$ cat config.mk
export PLATFORM = sky130hd
export DESIGN_NAME = recorre_ram_multicanal
export DESIGN_NICKNAME = d
export VERILOG_FILES = /design/src/rtl/recorre_ram_multicanal.sv
export SDC_FILE = /design/constraint.sdc
export NUM_CORES = 1
export LEC_CHECK = 0
export CAP_MARGIN = 20
export CORE_UTILIZATION = 48
export CTS_CLUSTER_DIAMETER = 80
export DETAILED_ROUTE_END_ITERATION = 8
export PLACE_DENSITY = 0.78
export SETUP_SLACK_MARGIN = 0.5
export SYNTH_ARGS = -nofsm -noshare
export SYNTH_HDL_FRONTEND = slang
export SYNTH_SLANG_ARGS = --single-unit
$ cat constraint.sdc
create_clock -name clk -period 3.89 [get_ports clk]
set_input_delay 0.5835 -clock clk [delete_from_list [all_inputs] [get_ports clk]]
set_output_delay 0.5835 -clock clk [all_outputs]
set_load 0.05 [all_outputs]
$ cat src/rtl/recorre_ram_multicanal.sv
// Multi-channel RAM address walker: each channel steps through its own window on every
// sample tick, and the block issues one read per active channel in ascending index order.
module recorre_ram_multicanal #(
  parameter int ADDR_W      = 26,
  parameter int NUM_CANALES = 2,
  parameter int CANAL_W     = 1,
  parameter int PASO_BASE   = 2
) (
  input  logic                          clk,
  input  logic                          reset,
  input  logic                          tick,
  input  logic [1:0]                    nivel,
  input  logic [NUM_CANALES-1:0]        disparo,
  input  logic [NUM_CANALES-1:0]        modo_loop,
  input  logic                          detener,
  input  logic [NUM_CANALES*ADDR_W-1:0] dir_inicio,
  input  logic [NUM_CANALES*ADDR_W-1:0] dir_fin,
  output logic [ADDR_W-1:0]             dir_ram,
  output logic [CANAL_W-1:0]            canal_ram,
  output logic                          dir_valida,
  input  logic                          ram_listo,
  output logic [NUM_CANALES-1:0]        activo,
  output logic [NUM_CANALES-1:0]        fin_canal,
  output logic                          sobrecarga,
  output logic [1:0]                    estado_dbg
);

  typedef enum logic [1:0] {REPOSO = 2'd0, ACTUALIZA = 2'd1, EMITE = 2'd2} estado_t;

  estado_t                estado_q, estado_d;
  logic [ADDR_W-1:0]      dir_q [NUM_CANALES];
  logic [ADDR_W-1:0]      dir_d [NUM_CANALES];
  logic [NUM_CANALES-1:0] activo_q, activo_d;
  logic [NUM_CANALES-1:0] pend_q, pend_d;
  logic [NUM_CANALES-1:0] fin_canal_q, fin_canal_d;
  logic [ADDR_W-1:0]      dir_ram_q, dir_ram_d;
  logic [CANAL_W-1:0]     canal_ram_q, canal_ram_d;
  logic                   dir_valida_q, dir_valida_d;
  logic                   sobrecarga_q, sobrecarga_d;

  logic [ADDR_W:0]        paso;
  logic [ADDR_W:0]        suma;
  logic [NUM_CANALES-1:0] busca;
  logic [NUM_CANALES-1:0] resto;
  logic [CANAL_W-1:0]     sel_idx;

  function automatic logic [CANAL_W-1:0] menor_idx(input logic [NUM_CANALES-1:0] m);
    logic [CANAL_W-1:0] r;
    r = '0;
    for (int i = NUM_CANALES - 1; i >= 0; i--) begin
      if (m[i]) r = CANAL_W'(i);
    end
    return r;
  endfunction

  // Request handshake: dir_ram/canal_ram are held stable while dir_valida=1 and the
  // transfer happens on the rising edge where dir_valida & ram_listo are both high.
  always_comb begin
    estado_d     = estado_q;
    dir_d        = dir_q;
    activo_d     = activo_q;
    pend_d       = pend_q;
    fin_canal_d  = '0;
    dir_ram_d    = dir_ram_q;
    canal_ram_d  = canal_ram_q;
    dir_valida_d = dir_valida_q;
    sobrecarga_d = 1'b0;
    paso         = (ADDR_W+1)'(PASO_BASE) + {{(ADDR_W-1){1'b0}}, nivel};
    suma         = '0;
    busca        = '0;
    resto        = pend_q;
    sel_idx      = '0;

    if (detener) begin
      activo_d     = '0;
      pend_d       = '0;
      dir_valida_d = 1'b0;
      estado_d     = REPOSO;
    end else begin
      for (int i = 0; i < NUM_CANALES; i++) begin
        if (disparo[i] && !activo_q[i]) begin
          dir_d[i]    = dir_inicio[i*ADDR_W +: ADDR_W];
          activo_d[i] = 1'b1;
        end
      end
      if (tick && estado_q != REPOSO) sobrecarga_d = 1'b1;

      case (estado_q)
        REPOSO: begin
          if (tick) begin
            for (int i = 0; i < NUM_CANALES; i++) begin
              if (activo_q[i]) begin
                suma = {1'b0, dir_q[i]} + paso;
                if (suma <= {1'b0, dir_fin[i*ADDR_W +: ADDR_W]}) begin
                  dir_d[i] = suma[ADDR_W-1:0];
                end else if (modo_loop[i]) begin
                  dir_d[i] = dir_inicio[i*ADDR_W +: ADDR_W];
                end else begin
                  activo_d[i]    = 1'b0;
                  fin_canal_d[i] = 1'b1;
                end
              end
            end
            // Channels loaded this very cycle are not in the snapshot: they wait for the next tick.
            pend_d   = activo_q & ~fin_canal_d;
            estado_d = ACTUALIZA;
          end
        end
        ACTUALIZA: begin
          if (pend_q == '0) begin
            estado_d = REPOSO;
          end else begin
            busca        = pend_q;
            dir_valida_d = 1'b1;
            estado_d     = EMITE;
          end
        end
        EMITE: begin
          if (ram_listo) begin
            resto[canal_ram_q] = 1'b0;
            pend_d             = resto;
            if (resto == '0) begin
              dir_valida_d = 1'b0;
              estado_d     = REPOSO;
            end else begin
              busca = resto;
            end
          end
        end
        default: estado_d = REPOSO;
      endcase

      if (busca != '0) begin
        sel_idx     = menor_idx(busca);
        dir_ram_d   = dir_q[sel_idx];
        canal_ram_d = sel_idx;
      end
    end
  end

  always_ff @(posedge clk or posedge reset) begin
    if (reset) begin
      estado_q     <= REPOSO;
      for (int i = 0; i < NUM_CANALES; i++) dir_q[i] <= '0;
      activo_q     <= '0;
      pend_q       <= '0;
      fin_canal_q  <= '0;
      dir_ram_q    <= '0;
      canal_ram_q  <= '0;
      dir_valida_q <= 1'b0;
      sobrecarga_q <= 1'b0;
    end else begin
      estado_q     <= estado_d;
      for (int i = 0; i < NUM_CANALES; i++) dir_q[i] <= dir_d[i];
      activo_q     <= activo_d;
      pend_q       <= pend_d;
      fin_canal_q  <= fin_canal_d;
      dir_ram_q    <= dir_ram_d;
      canal_ram_q  <= canal_ram_d;
      dir_valida_q <= dir_valida_d;
      sobrecarga_q <= sobrecarga_d;
    end
  end

  assign dir_ram    = dir_ram_q;
  assign canal_ram  = canal_ram_q;
  assign dir_valida = dir_valida_q;
  assign activo     = activo_q;
  assign fin_canal  = fin_canal_q;
  assign sobrecarga = sobrecarga_q;
  assign estado_dbg = estado_q;

endmodule

==> summary.md, run 1 <==
| Metric | Value |
|---|---|
| Clock sink count | 89 |
| Final Max Tran Viols | 0 |
| RSZ-0062 raised after global routing | yes |
| Sequential power share | 0.256 |
| Failing checks | negative setup slack |
| Sw frac | 0.4253 |
| Sw power | 2570 uW |
| GPL Wtd Cong | 0.8816 |
| Synthesis-stage register bit count | 89 |
| Setup_tns | -48.69 ps |
| Layout fillers | 1,102 |
| Finished Layout Cells | 1,246 |
| Worst-Skew Late Latency | 360 ps |
| Syn Nets | 1,007 |
| Crit path max fanout | 6 |
| Largest net degree at the start of global routing | 54 |
| Mapped Avg Cell Area | 8.920 um2 |
| Vias post-DR | 7,252 |
| DRC errors left | 0 |
| Grt total ovfl | 0 |
| Worst EP required | 4120 ps |
| Fmax | 254.2 MHz |
| Worst setup EP type | flip-flop |
| Synth warnings | 0 |
| Fin nets | 1,230 |
| Register area share after synthesis | 0.3012 |
| FF+latch area | 2228 um2 |
| CTS buffer count | 9 |
| # IOs | 150 |
| Gate power share | 0.596 |
| Final worst setup slack | -44.20 ps |
| Die Wd | 126.1 um |
| Detailed placement HPWL | 15,670 um |
| Count of input and output buffers | 149 |
| Most frequent cells in the layout | clkdlybuf4s50_1, a21oi_1, dfrtp_1, mux2i_1, buf_4 |
| Leakage power | 0.004716 uW |
| Most common cell after layout, fill and taps aside | clkdlybuf4s50_1 |
| Post-synthesis cell type count | 59 |
| GRT Util Overall | 0.2878 |
| Die ar. | 15,910 um2 |
| DR pass1 iterations | 4 |
| Layout cell share with drive strength beyond 1 | 0.2384 |
| Setup-failing EPs final | 2 |
| Crit share post-route | 1.011 |
| Layout Utilization | 0.7060 |
| Post-Place Cells | 1,190 |
| First-pass GRT wire length | 36,040 um |
| Rows | 45 |
| Clk network pwr share | 0.148 |
| Mapped Area | 7395 um2 |
| Number of flops mapped to enable cells by yosys | 0 |
| Area of the multi-input gates | 5176 um2 |
| Iteration-0 DRC Markers | 425 |
| Wire length per cell | 18.33 um |
| Die Y | 126.1 um |
| Critical path type | input port to flip-flop |
| Async SR Flop Fraction | 1.000 |
| Peak VDD IR | 0.5233 mV |
| Root Buffer Master | clkbuf_16 |
| Post-layout power | 6043 uW |
| Startpoint Class | input port |
| Arr. time, crit path | 4170 ps |
| Antenna violations before repair | 1 |
| Final hold viol count | 0 |
| Vias in the first global route | 7,275 |
| Top post-synthesis cells by area | dfrtp_1, mux2i_1, ha_1, a21oi_1, mux2_2 |
| Max Cap Viol | 0 |
| Share of the synthesized area in the top cell type | 0.3012 |
| Vias per cell | 5.820 |
| CTS tree | yes |
| Synth area leader | dfrtp_1 |
| Cts hold-fix bufs | 0 |
| Power Dens Cells | 565.1 nW/um2 |
| Max H-tree Level | 3 |
| Hold crit path type | flip-flop to flip-flop |
| Core area | 15,150 um2 |
| Predominant post-synthesis flop cell | dfrtp_1 |
| Initial Utilization | 0.4882 |
| Min Tclk post-route | 3934 ps |
| Post-Route WL | 22,840 um |
| Clock-pin slew on the worst setup and hold paths | 60 ps |
| Relative slew slack | 0.4833 |
| Clock Tree Buf Depth | 2 |
| WHS | 541.4 ps |
| Worst Skew | 10.30 ps |
| Cell-internal power | 3473 uW |
| Syn Inst Count | 829 |
| Area delta synth->final | 44.60% |
| Worst Tran Pin Value | 775.1 ps |
| Final ANT Viol Nets | 0 |
| Status | complete, but fails checks |
state kept, by name, indices dropped and copies added, names as in the netlist:
| name | cells |
|---|---|
| dir_q | 52 |
| dir_ram | 26 |
| activo | 2 |
| estado_dbg | 2 |
| fin_canal | 2 |
| pend_q | 2 |
| canal_ram | 1 |
| dir_valida | 1 |
| sobrecarga | 1 |
routing by layer:
metal / up-vias / share of wire / track usage
met5: - / 0 / 0
met4: 0 / 0.028 / 0.1134
met3: 48 / 0.048 / 0.04843
met2: 247 / 0.51 / 0.5093
met1: 3527 / 0.42 / 0.3473
li1: 3430 / - / -
kinds of logic (layout without fill, tap and decap cells):
logic type	after synthesis	after routing	share of synthesized area
AOI/OAI and AO/OA	204	204	0.1601
and+or+nand+nor	190	190	0.1325
muxes	126	126	0.1790
buffers and inverters	109	337	0.06176
DFF	89	89	0.3012
adders and majority gates	63	63	0.1086
xor gates and xnor gates	48	48	0.05685
other	0	1	0
timing repair:
item	in CTS	in global routing
pin swaps	66	50
hold endpoints to repair	0	0
gates cloned	4	0
setup buffers	29	6
resized for setup	61	40
endpoints found under the setup margin	58	58
stage by stage:
| step | setup slack, ps | area [um2] |
|---|---|---|
| CTS | 11.12 | 10450 |
| floorplan | 176.9 | 7522 |
| global placement | -765.5 | 9578 |
| finish | -44.20 | 10690 |
| detailed placement | -791.8 | 9578 |
| global route | -167.5 | 10690 |
worst max-delay path, stage by stage:
cell       delay (ps)
buf_2             140
inv_2              90
ha_1              320
a21o_1            180
a21oi_4           100
nor4_4            270
and3_1            230
xor2_1            270
ha_1              310
and4_1            230
a221oi_2          340
o2111ai_4         190
nand3_4           180
buf_4             130
buf_6              80
mux2_2            320
o21ai_2           120
a21oi_1            80
synth_stat cells (3+ instances only):
| library cell | number |
|---|---|
| a21o_1 | 8 |
| a21oi_1 | 106 |
| and2_1 | 3 |
| and3_1 | 13 |
| and4_1 | 6 |
| buf_2 | 9 |
| buf_6 | 3 |
| clkbuf_1 | 25 |
| dfrtp_1 | 89 |
| ha_1 | 61 |
| inv_1 | 67 |
| mux2_2 | 46 |
| mux2i_1 | 79 |
| nand2_1 | 32 |
| nand2b_1 | 3 |
| nand3_1 | 17 |
| nand3b_1 | 3 |
| nand4_1 | 16 |
| nor2_1 | 62 |
| nor2b_1 | 9 |
| nor3_1 | 6 |
| nor3b_1 | 4 |
| nor4_1 | 3 |
| o21a_1 | 6 |
| o21ai_0 | 13 |
| o22ai_1 | 51 |
| or2_2 | 4 |
| xnor2_1 | 25 |
| xor2_1 | 23 |
area by class of cell:
| cell class | instances | share of cell area |
|---|---|---|
| Inverter | 67 | 0.02364 |
| Clock inverter | 7 | 0.006670 |
| Multi-Input combinational cell | 631 | 0.4841 |
| Clock buffer | 9 | 0.02106 |
| Sequential cell | 89 | 0.2084 |
| Timing Repair Buffer | 254 | 0.2339 |
| Tap cell | 188 | 0.02200 |
| Antenna cell | 1 | 0.0002340 |
power groups by stage:
| stage | clock network [uW] | logic [uW] | registers (uW) |
|---|---|---|---|
| 4_1_cts | 904 | 3390 | 1530 |
| 2_1_floorplan | 0 | 1580 | 1820 |
| 3_3_place_gp | 0 | 2830 | 1530 |
| 3_5_place_dp | 0 | 2900 | 1540 |
| 5_1_grt | 943 | 3850 | 1580 |
| 6_report | 896 | 3600 | 1550 |
path summary, 6_finish.rpt:
check	cells past startpoint	to	start	slack [ps]
max in group asynchronous	3	dir_q[27]$_DFFE_PP0N_	reset	2360
max	18	dir_q[50]$_DFFE_PP0N_	nivel[1]	-40
min in group asynchronous	2	dir_q[15]$_DFFE_PP0N_	reset	680
max reg2reg	16	dir_q[50]$_DFFE_PP0N_	dir_q[27]$_DFFE_PP0N_	-40
min	2	dir_ram[4]$_DFFE_PP0P_	dir_ram[4]$_DFFE_PP0P_	540
min reg2reg	2	dir_ram[4]$_DFFE_PP0P_	dir_ram[4]$_DFFE_PP0P_	540
(Power assumes the default switching activity.)
==> run 2: changes to the inputs <==
==> constraint.sdc (replaced) <==
create_clock -name clk -period 3.89 [get_ports clk]
set_input_delay 0.9725 -clock clk [delete_from_list [all_inputs] [get_ports clk]]
set_output_delay 0.9725 -clock clk [all_outputs]
set_load 0.05 [all_outputs]
==> run 2 against run 1 <==
  * The run still ends with negative setup slack left
  * Combinational power decreased by 4%
  * Total power decreased by 2.8%
  * Count of clock-buffer cells in the layout increased by 3
  * Worst hold slack got worse by 9.0 ps
  * Utilization decreased by 0.72 points
  * Sequential share of layout area increased by 0.20 points
  * Cell count decreased by 0.56%
  * Critical path depth increased by 2
  * First-iteration DRC count increased by 13%
  * Sequential cell count unchanged
  * Clock skew decreased by 4.6 ps
==> summary.md, run 2 (synthesized netlist as in run 1, its figures left out) <==
| Metric | Value |
|---|---|
| Status | complete, but fails checks (unchanged) |
| Failing checks | negative setup slack (unchanged) |
| Clock sink count | 89 (unchanged) |
| Clk network pwr share | 0.145 (was 0.148) |
| DR pass1 iterations | 6 (was 4) |
| Grt total ovfl | 0 (unchanged) |
| RSZ-0062 raised after global routing | yes (unchanged) |
| Detailed placement HPWL | 15,350 um (was 15,670 um) |
| Initial Utilization | 0.4882 (unchanged) |
| Gate power share | 0.591 (was 0.596) |
| WHS | 532.4 ps (was 541.4 ps) |
| DRC errors left | 0 (unchanged) |
| Post-Place Cells | 1,183 (was 1,190) |
| Vias per cell | 5.936 (was 5.820) |
| Wire length per cell | 18.48 um (was 18.33 um) |
| # IOs | 150 (unchanged) |
| Vias in the first global route | 6,908 (was 7,275) |
| Area delta synth->final | 43.13% (was 44.60%) |
| Final worst setup slack | -376.9 ps (was -44.20 ps) |
| Max FFs per register | 52 (unchanged) |
| GPL Wtd Cong | 0.8971 (was 0.8816) |
| CTS tree | yes (unchanged) |
| CTS buffer count | 9 (unchanged) |
| Largest net degree at the start of global routing | 54 (unchanged) |
| Sw frac | 0.4291 (was 0.4253) |
| Final ANT Viol Nets | 0 (unchanged) |
| Clock Tree Buf Depth | 2 (unchanged) |
| Leakage power | 0.004699 uW (was 0.004716 uW) |
| Count of input and output buffers | 149 (unchanged) |
| Die ar. | 15,910 um2 (unchanged) |
| WHS Path Cells | 2 (unchanged) |
| Worst EP required | 4130 ps (was 4120 ps) |
| Arr. time, crit path | 4500 ps (was 4170 ps) |
| Post-layout power | 5875 uW (was 6043 uW) |
| Finished Layout Cells | 1,239 (was 1,246) |
| GRT Util Overall | 0.2758 (was 0.2878) |
| Min Tclk post-route | 4267 ps (was 3934 ps) |
| Die Wd | 126.1 um (unchanged) |
| Layout cell share with drive strength beyond 1 | 0.2284 (was 0.2384) |
| Core area | 15,150 um2 (unchanged) |
| Final hold viol count | 0 (unchanged) |
| Root Buffer Master | clkbuf_16 (unchanged) |
| Top reg by flops | dir_q (unchanged) |
| Iteration-0 DRC Markers | 479 (was 425) |
| Most common cell after layout, fill and taps aside | clkdlybuf4s50_1 (unchanged) |
| Worst Tran Pin Value | 727.6 ps (was 775.1 ps) |
| Max H-tree Level | 3 (unchanged) |
| Crit share post-route | 1.097 (was 1.011) |
| Antenna diode count | 0 (was 1) |
| First-pass GRT wire length | 34,420 um (was 36,040 um) |
| Post-Route WL | 22,890 um (was 22,840 um) |
| Vias post-DR | 7,355 (was 7,252) |
| Worst-case reg-to-reg path depth | 20 (was 16) |
| Crit path max-delay cell type | fa_2 (was a221oi_2) |
| Crit path max fanout | 6 (unchanged) |
| Worst path cell trace | buf_8 > buf_4 > ha_4 > fa_2 > a21oi_4 > or2_4 > nor2_2 > xor2_1 > ha_1 > nand4_1 > a211oi_2 > a2111oi_4 > buf_4 > o2111ai_2 > nand3_2 > buf_12 > buf_12 > o31a_1 > o22ai_1 > nor2_1 (was buf_2 > inv_2 > ha_1 > a21o_1 > a21oi_4 > nor4_4 > and3_1 > xor2_1 > ha_1 > and4_1 > a221oi_2 > o2111ai_4 > nand3_4 > buf_4 > buf_6 > mux2_2 > o21ai_2 > a21oi_1) |
| Placed standard-cell area | 9538 um2 (was 9578 um2) |
| Setup-failing EPs final | 58 (was 2) |
| Cell-internal power | 3354 uW (was 3473 uW) |
| Fin nets | 1,225 (was 1,230) |
| Power Dens Cells | 555.1 nW/um2 (was 565.1 nW/um2) |
| Relative slew slack | 0.5134 (was 0.4833) |
| Sw power | 2521 uW (was 2570 uW) |
| Rows | 45 (unchanged) |
| Max Cap Viol | 0 (unchanged) |
| Antenna violations before repair | 0 (was 1) |
| Layout Utilization | 0.6988 (was 0.7060) |
| Final design area excluding fillers | 10,580 um2 (was 10,690 um2) |
| Peak VDD IR | 0.5166 mV (was 0.5233 mV) |
| Fmax | 234.4 MHz (was 254.2 MHz) |
| Worst setup EP type | flip-flop (unchanged) |
| Slowest Stage Delay on Critical Path | 370 ps (was 340 ps) |
| Critical path type | input port to flip-flop (unchanged) |
| Die Y | 126.1 um (unchanged) |
| Final Max Tran Viols | 0 (unchanged) |
| Startpoint Class | input port (unchanged) |
| Worst-Skew Late Latency | 350 ps (was 360 ps) |
| Most frequent cells in the layout | clkdlybuf4s50_1, a21oi_1, dfrtp_1, buf_4, mux2i_1 (was clkdlybuf4s50_1, a21oi_1, dfrtp_1, mux2i_1, buf_4) |
| Worst Skew | 5.712 ps (was 10.30 ps) |
| Hold crit path type | flip-flop to flip-flop (unchanged) |
| Clock-pin slew on the worst setup and hold paths | 60 ps (about the same) |
| Sequential power share | 0.264 (was 0.256) |
==> run 2: changes by cell type in the layout (fill, tap and decap cells not counted), moves of 3 or more <==
cell,previous run,this run
buf_6,19,6
buf_4,75,83
a21oi_1,93,96
a21oi_2,10,7
clkbuf_8,0,3
clkinvlp_4,3,0
mux2i_2,3,0
==> run 2: power groups by stage <==
| stage | registers, uW | logic (uW) | clock network, uW |
|---|---|---|---|
| 2_1_floorplan | 1820 | 1580 | 0 |
| 3_3_place_gp | 1540 | 2800 | 0 |
| 3_5_place_dp | 1540 | 2880 | 0 |
| 4_1_cts | 1540 | 3220 | 855 |
| 5_1_grt | 1580 | 3690 | 889 |
| 6_report | 1550 | 3470 | 852 |
==> run 2: area by class of cell <==
cell class,instances,area [um2]
sequential,89,2227
multi-input combinational,631,5150
clock inverter,3,15.01
timing repair buffer,249,2435
clock buffer,12,266.5
fill,1087,4562
tap,188,235.2
inverter,67,255.2
==> run 2: metal layers <==
layer  global-route usage  part of all wire
met5                    0                 0
met4              0.08646             0.027
met3              0.05183             0.063
met2               0.4917              0.51
met1               0.3350              0.40
==> run 2: worst max-delay path: cells and delay by family <==
kind            cells  cell delay [ps]
compound gates      6             1270
xor+xnor            1              150
fa+ha+maj           3              830
buf+inv             5              680
simple gates        5              600
==> run 2: what timing repair did <==
action,4_1_cts,5_1_grt
setup endpoints to repair,58,58
pin swaps,36,50
hold buffers,0,0
endpoints found under the hold margin,0,0
gates cloned,4,1
buffers inserted,25,11
gates resized for setup,52,32
==> run 2: final timing paths <==
path | from | to | slack, ps
worst max-delay path | nivel[0] | dir_q[51]$_DFFE_PP0N_ | -380
worst min-delay path | dir_ram[15]$_DFFE_PP0P_ | dir_ram[15]$_DFFE_PP0P_ | 530
worst max register to register | dir_q[0]$_DFFE_PP0N_ | dir_q[19]$_DFFE_PP0N_ | -100
worst min register to register | dir_ram[15]$_DFFE_PP0P_ | dir_ram[15]$_DFFE_PP0P_ | 530
max in group asynchronous | reset | canal_ram$_DFFE_PP0P_ | 2250
min in group asynchronous | reset | dir_q[16]$_DFFE_PP0N_ | 940
==> run 2: per-stage QoR <==
step,setup TNS (ps),worst slack [ps]
floorplan,-5222,-212.1
global placement,-49860,-948.3
detailed placement,-57580,-1096
CTS,-9389,-290.1
global route,-23760,-508.7
finish,-15830,-376.9
==> run 3: changes to the inputs <==
--- a/config.mk
+++ b/config.mk
@@ -11,6 +11,7 @@
 export DETAILED_ROUTE_END_ITERATION = 8
 export PLACE_DENSITY = 0.78
 export SETUP_SLACK_MARGIN = 0.5
+export SKIP_CTS_REPAIR_TIMING = 1
 export SYNTH_ARGS = -nofsm -noshare
 export SYNTH_HDL_FRONTEND = slang
 export SYNTH_SLANG_ARGS = --single-unit
==> run 3 against run 2 <==
  * The flow still finishes with violations (negative setup slack)
  * Global-route usage decreased by 2.0 points
  * Die area unchanged
  * Count of clock-buffer cells in the layout unchanged
  * Worst hold slack improved by 0.62 ps
  * Largest power group unchanged
==> summary.md, run 3 (synthesized netlist as in run 1, its figures left out) <==
| Metric | Value |
|---|---|
| Worst R2R Start | dir_q[0]$_DFFE_PP0N_ (unchanged) |
| Clock sink count | 89 (unchanged) |
| Min Tclk post-route | 4353 ps (was 4267 ps) |
| Grt total ovfl | 0 (unchanged) |
| Final ANT Viol Nets | 0 (unchanged) |
| Worst-case reg-to-reg path depth | 18 (was 20) |
| First-pass GRT wire length | 32,210 um (was 34,420 um) |
| Area delta synth->final | 41.07% (was 43.13%) |
| Root Buffer Master | clkbuf_16 (unchanged) |
| Final Max Tran Viols | 0 (unchanged) |
| Relative slew slack | 0.5264 (was 0.5134) |
| Layout cell share with drive strength beyond 1 | 0.2091 (was 0.2284) |
| Hold crit path type | flip-flop to flip-flop (unchanged) |
| Gate power share | 0.585 (was 0.591) |
| Failing checks | negative setup slack (unchanged) |
| Antenna violations before repair | 0 (unchanged) |
| Detailed placement HPWL | 15,350 um (unchanged) |
| Metal2 WL | 11,410 um (was 11,580 um) |
| Vias post-DR | 7,148 (was 7,355) |
| Hold path startpoint | dir_ram[15]$_DFFE_PP0P_ (unchanged) |
| Slowest Stage Delay on Critical Path | 420 ps (was 370 ps) |
| Leakage power | 0.004602 uW (was 0.004699 uW) |
| Min-Delay Endpoint | dir_ram[15]$_DFFE_PP0P_ (unchanged) |
| Worst Skew | 6.580 ps (was 5.712 ps) |
| Final design area excluding fillers | 10,430 um2 (was 10,580 um2) |
| CP top delay family | simple AND/OR/NAND/NOR gates (was compound AO/OA/AOI/OAI gates) |
| Clock Tree Buf Depth | 2 (unchanged) |
| DRC errors left | 0 (unchanged) |
| Most common cell after layout, fill and taps aside | clkdlybuf4s50_1 (unchanged) |
| Post-Route WL | 22,220 um (was 22,890 um) |
| Worst R2R End | dir_q[0]$_DFFE_PP0N_ (was dir_q[19]$_DFFE_PP0N_) |
| Peak VDD IR | 0.5101 mV (was 0.5166 mV) |
| Antenna diode count | 0 (unchanged) |
| Die ar. | 15,910 um2 (unchanged) |
| Die Wd | 126.1 um (unchanged) |
| # IOs | 150 (unchanged) |
| Fin nets | 1,207 (was 1,225) |
| Max H-tree Level | 3 (unchanged) |
| GPL Wtd Cong | 0.8971 (unchanged) |
| Max Cap Viol | 0 (unchanged) |
| Count of input and output buffers | 149 (unchanged) |
| Die Y | 126.1 um (unchanged) |
| Status | complete, but fails checks (unchanged) |
| Placed standard-cell area | 9538 um2 (unchanged) |
| Power Dens Cells | 553.0 nW/um2 (was 555.1 nW/um2) |
| Vias in the first global route | 6,551 (was 6,908) |
| Worst path cell trace | buf_8 > ha_4 > fa_2 > a21oi_2 > nor2_2 > and2_4 > and3_4 > and4_4 > xor2_4 > ha_4 > and4_4 > nand2_4 > nor3_4 > o41ai_2 > o211ai_1 > a32o_2 > clkbuf_16 > mux2i_1 > a21oi_1 (was buf_8 > buf_4 > ha_4 > fa_2 > a21oi_4 > or2_4 > nor2_2 > xor2_1 > ha_1 > nand4_1 > a211oi_2 > a2111oi_4 > buf_4 > o2111ai_2 > nand3_2 > buf_12 > buf_12 > o31a_1 > o22ai_1 > nor2_1) |
| Wire length per cell | 18.20 um (was 18.48 um) |
| R2r setup slk | -200 ps (was -100 ps) |
| Final worst setup slack | -463.5 ps (was -376.9 ps) |
| Worst Tran Pin Value | 708.2 ps (was 727.6 ps) |
| CTS tree | yes (unchanged) |
| Final hold viol count | 0 (unchanged) |
| Fmax | 229.7 MHz (was 234.4 MHz) |
| WHS Path Cells | 2 (unchanged) |
| Largest net degree at the start of global routing | 54 (unchanged) |
| Initial Utilization | 0.4882 (unchanged) |
| Setup WS pre-CTS | -1096 ps (unchanged) |
| Crit share post-route | 1.119 (was 1.097) |
| Clk network pwr share | 0.147 (was 0.145) |
| RSZ-0062 raised after global routing | yes (unchanged) |
| Max FFs per register | 52 (unchanged) |
| GRT Util Overall | 0.2554 (was 0.2758) |
| Sw frac | 0.4307 (was 0.4291) |
| Rows | 45 (unchanged) |
| Sequential power share | 0.268 (was 0.264) |
| Iteration-0 DRC Markers | 459 (was 479) |
| Vias per cell | 5.854 (was 5.936) |
| Clock-pin slew on the worst setup and hold paths | 60 ps (about the same) |
| Cell-internal power | 3284 uW (was 3354 uW) |
| WL met1 | 9227 um (was 9230 um) |
| Startpoint Class | input port (unchanged) |
| Max layer used | met4 (unchanged) |
| Worst-Skew Late Latency | 340 ps (was 350 ps) |
| Critical path type | input port to flip-flop (unchanged) |
| Crit path max-delay cell type | a32o_2 (was fa_2) |
| CTS buffer count | 9 (unchanged) |
| Worst EP required | 4110 ps (was 4130 ps) |
| Worst setup EP type | flip-flop (unchanged) |
| Worst Path Buf+Inv | 2 (was 5) |
| Arr. time, crit path | 4570 ps (was 4500 ps) |
| Crit path max fanout | 6 (unchanged) |
| Setup-failing EPs final | 57 (was 58) |
| Sw power | 2484 uW (was 2521 uW) |
| WHS | 533.0 ps (was 532.4 ps) |
| DR pass1 iterations | 5 (was 6) |
| Metal3 WL | 1210 um (was 1452 um) |
| Most frequent cells in the layout | clkdlybuf4s50_1, a21oi_1, dfrtp_1, mux2i_1, buf_4 (was clkdlybuf4s50_1, a21oi_1, dfrtp_1, buf_4, mux2i_1) |
| Core area | 15,150 um2 (unchanged) |
| Top reg by flops | dir_q (unchanged) |
[run 3: cell types whose count changed in the layout (fill, tap and decap cells not counted), moves of 2 or more]
| cell | delta |
|---|---|
| buf_16 | -3 |
| clkbuf_16 | +3 |
| nor2_2 | -2 |
| buf_4 | -17 |
| nor2_1 | +2 |
| o21ai_2 | -2 |
| xor2_2 | -2 |
[run 3: worst max-delay path by stage]
stage	start	endpoint	slack, ps	cells past startpoint
finish	nivel[0]	dir_q[0]$_DFFE_PP0N_	-460	19
CTS	nivel[1]	dir_q[50]$_DFFE_PP0N_	-710	17
floorplan	nivel[1]	dir_q[23]$_DFFE_PP0N_	-210	19
detailed placement	nivel[1]	dir_q[51]$_DFFE_PP0N_	-1100	18
global route	nivel[0]	dir_q[13]$_DFFE_PP0N_	-520	19
global placement	nivel[1]	dir_q[50]$_DFFE_PP0N_	-950	17
[run 3: stage by stage]
| stage | cells | util | TNS (ps) | power, uW |
|---|---|---|---|---|
| 6_report | 1221 | 0.6887 | -16240 | 5769 |
| 5_1_grt | 1221 | 0.6887 | -22120 | 6052 |
| 4_1_cts | 1198 | 0.6483 | -35900 | 5274 |
| 2_1_floorplan | 829 | - | -5222 | 3405 |
| 3_3_place_gp | 1183 | 0.6297 | -49860 | 4339 |
| 3_5_place_dp | 1183 | 0.6297 | -57580 | 4416 |
[run 3: tightest hold or removal path, stage by stage (launching register included)]
cell	delay, ps
dfrtp_1	340
nor2_1	50
a21oi_1	100
[run 3: power groups by stage]
stage / Clock [uW] / Combinational (uW) / Sequential, uW
final: 847 / 3380 / 1550
after global routing: 886 / 3590 / 1580
after CTS: 855 / 2890 / 1530
after detailed placement: 0 / 2880 / 1540
after global placement: 0 / 2800 / 1540
after floorplan: 0 / 1580 / 1820
[run 3: final cells by class]
type / instances / area (um2)
Multi-Input combinational cell: 631 / 5136
Timing Repair Buffer: 231 / 2298
Tap cell: 188 / 235.2
Inverter: 67 / 252.7
Clock buffer: 12 / 266.5
Clock inverter: 3 / 15.01
Sequential cell: 89 / 2227
Fill cell: 1106 / 4715
[run 3: metal layers]
metal	global-route usage	up-vias
met1	0.3129	3471
met3	0.04715	29
met2	0.4579	249
met4	0.06875	0
li1	-	3399
met5	0	-
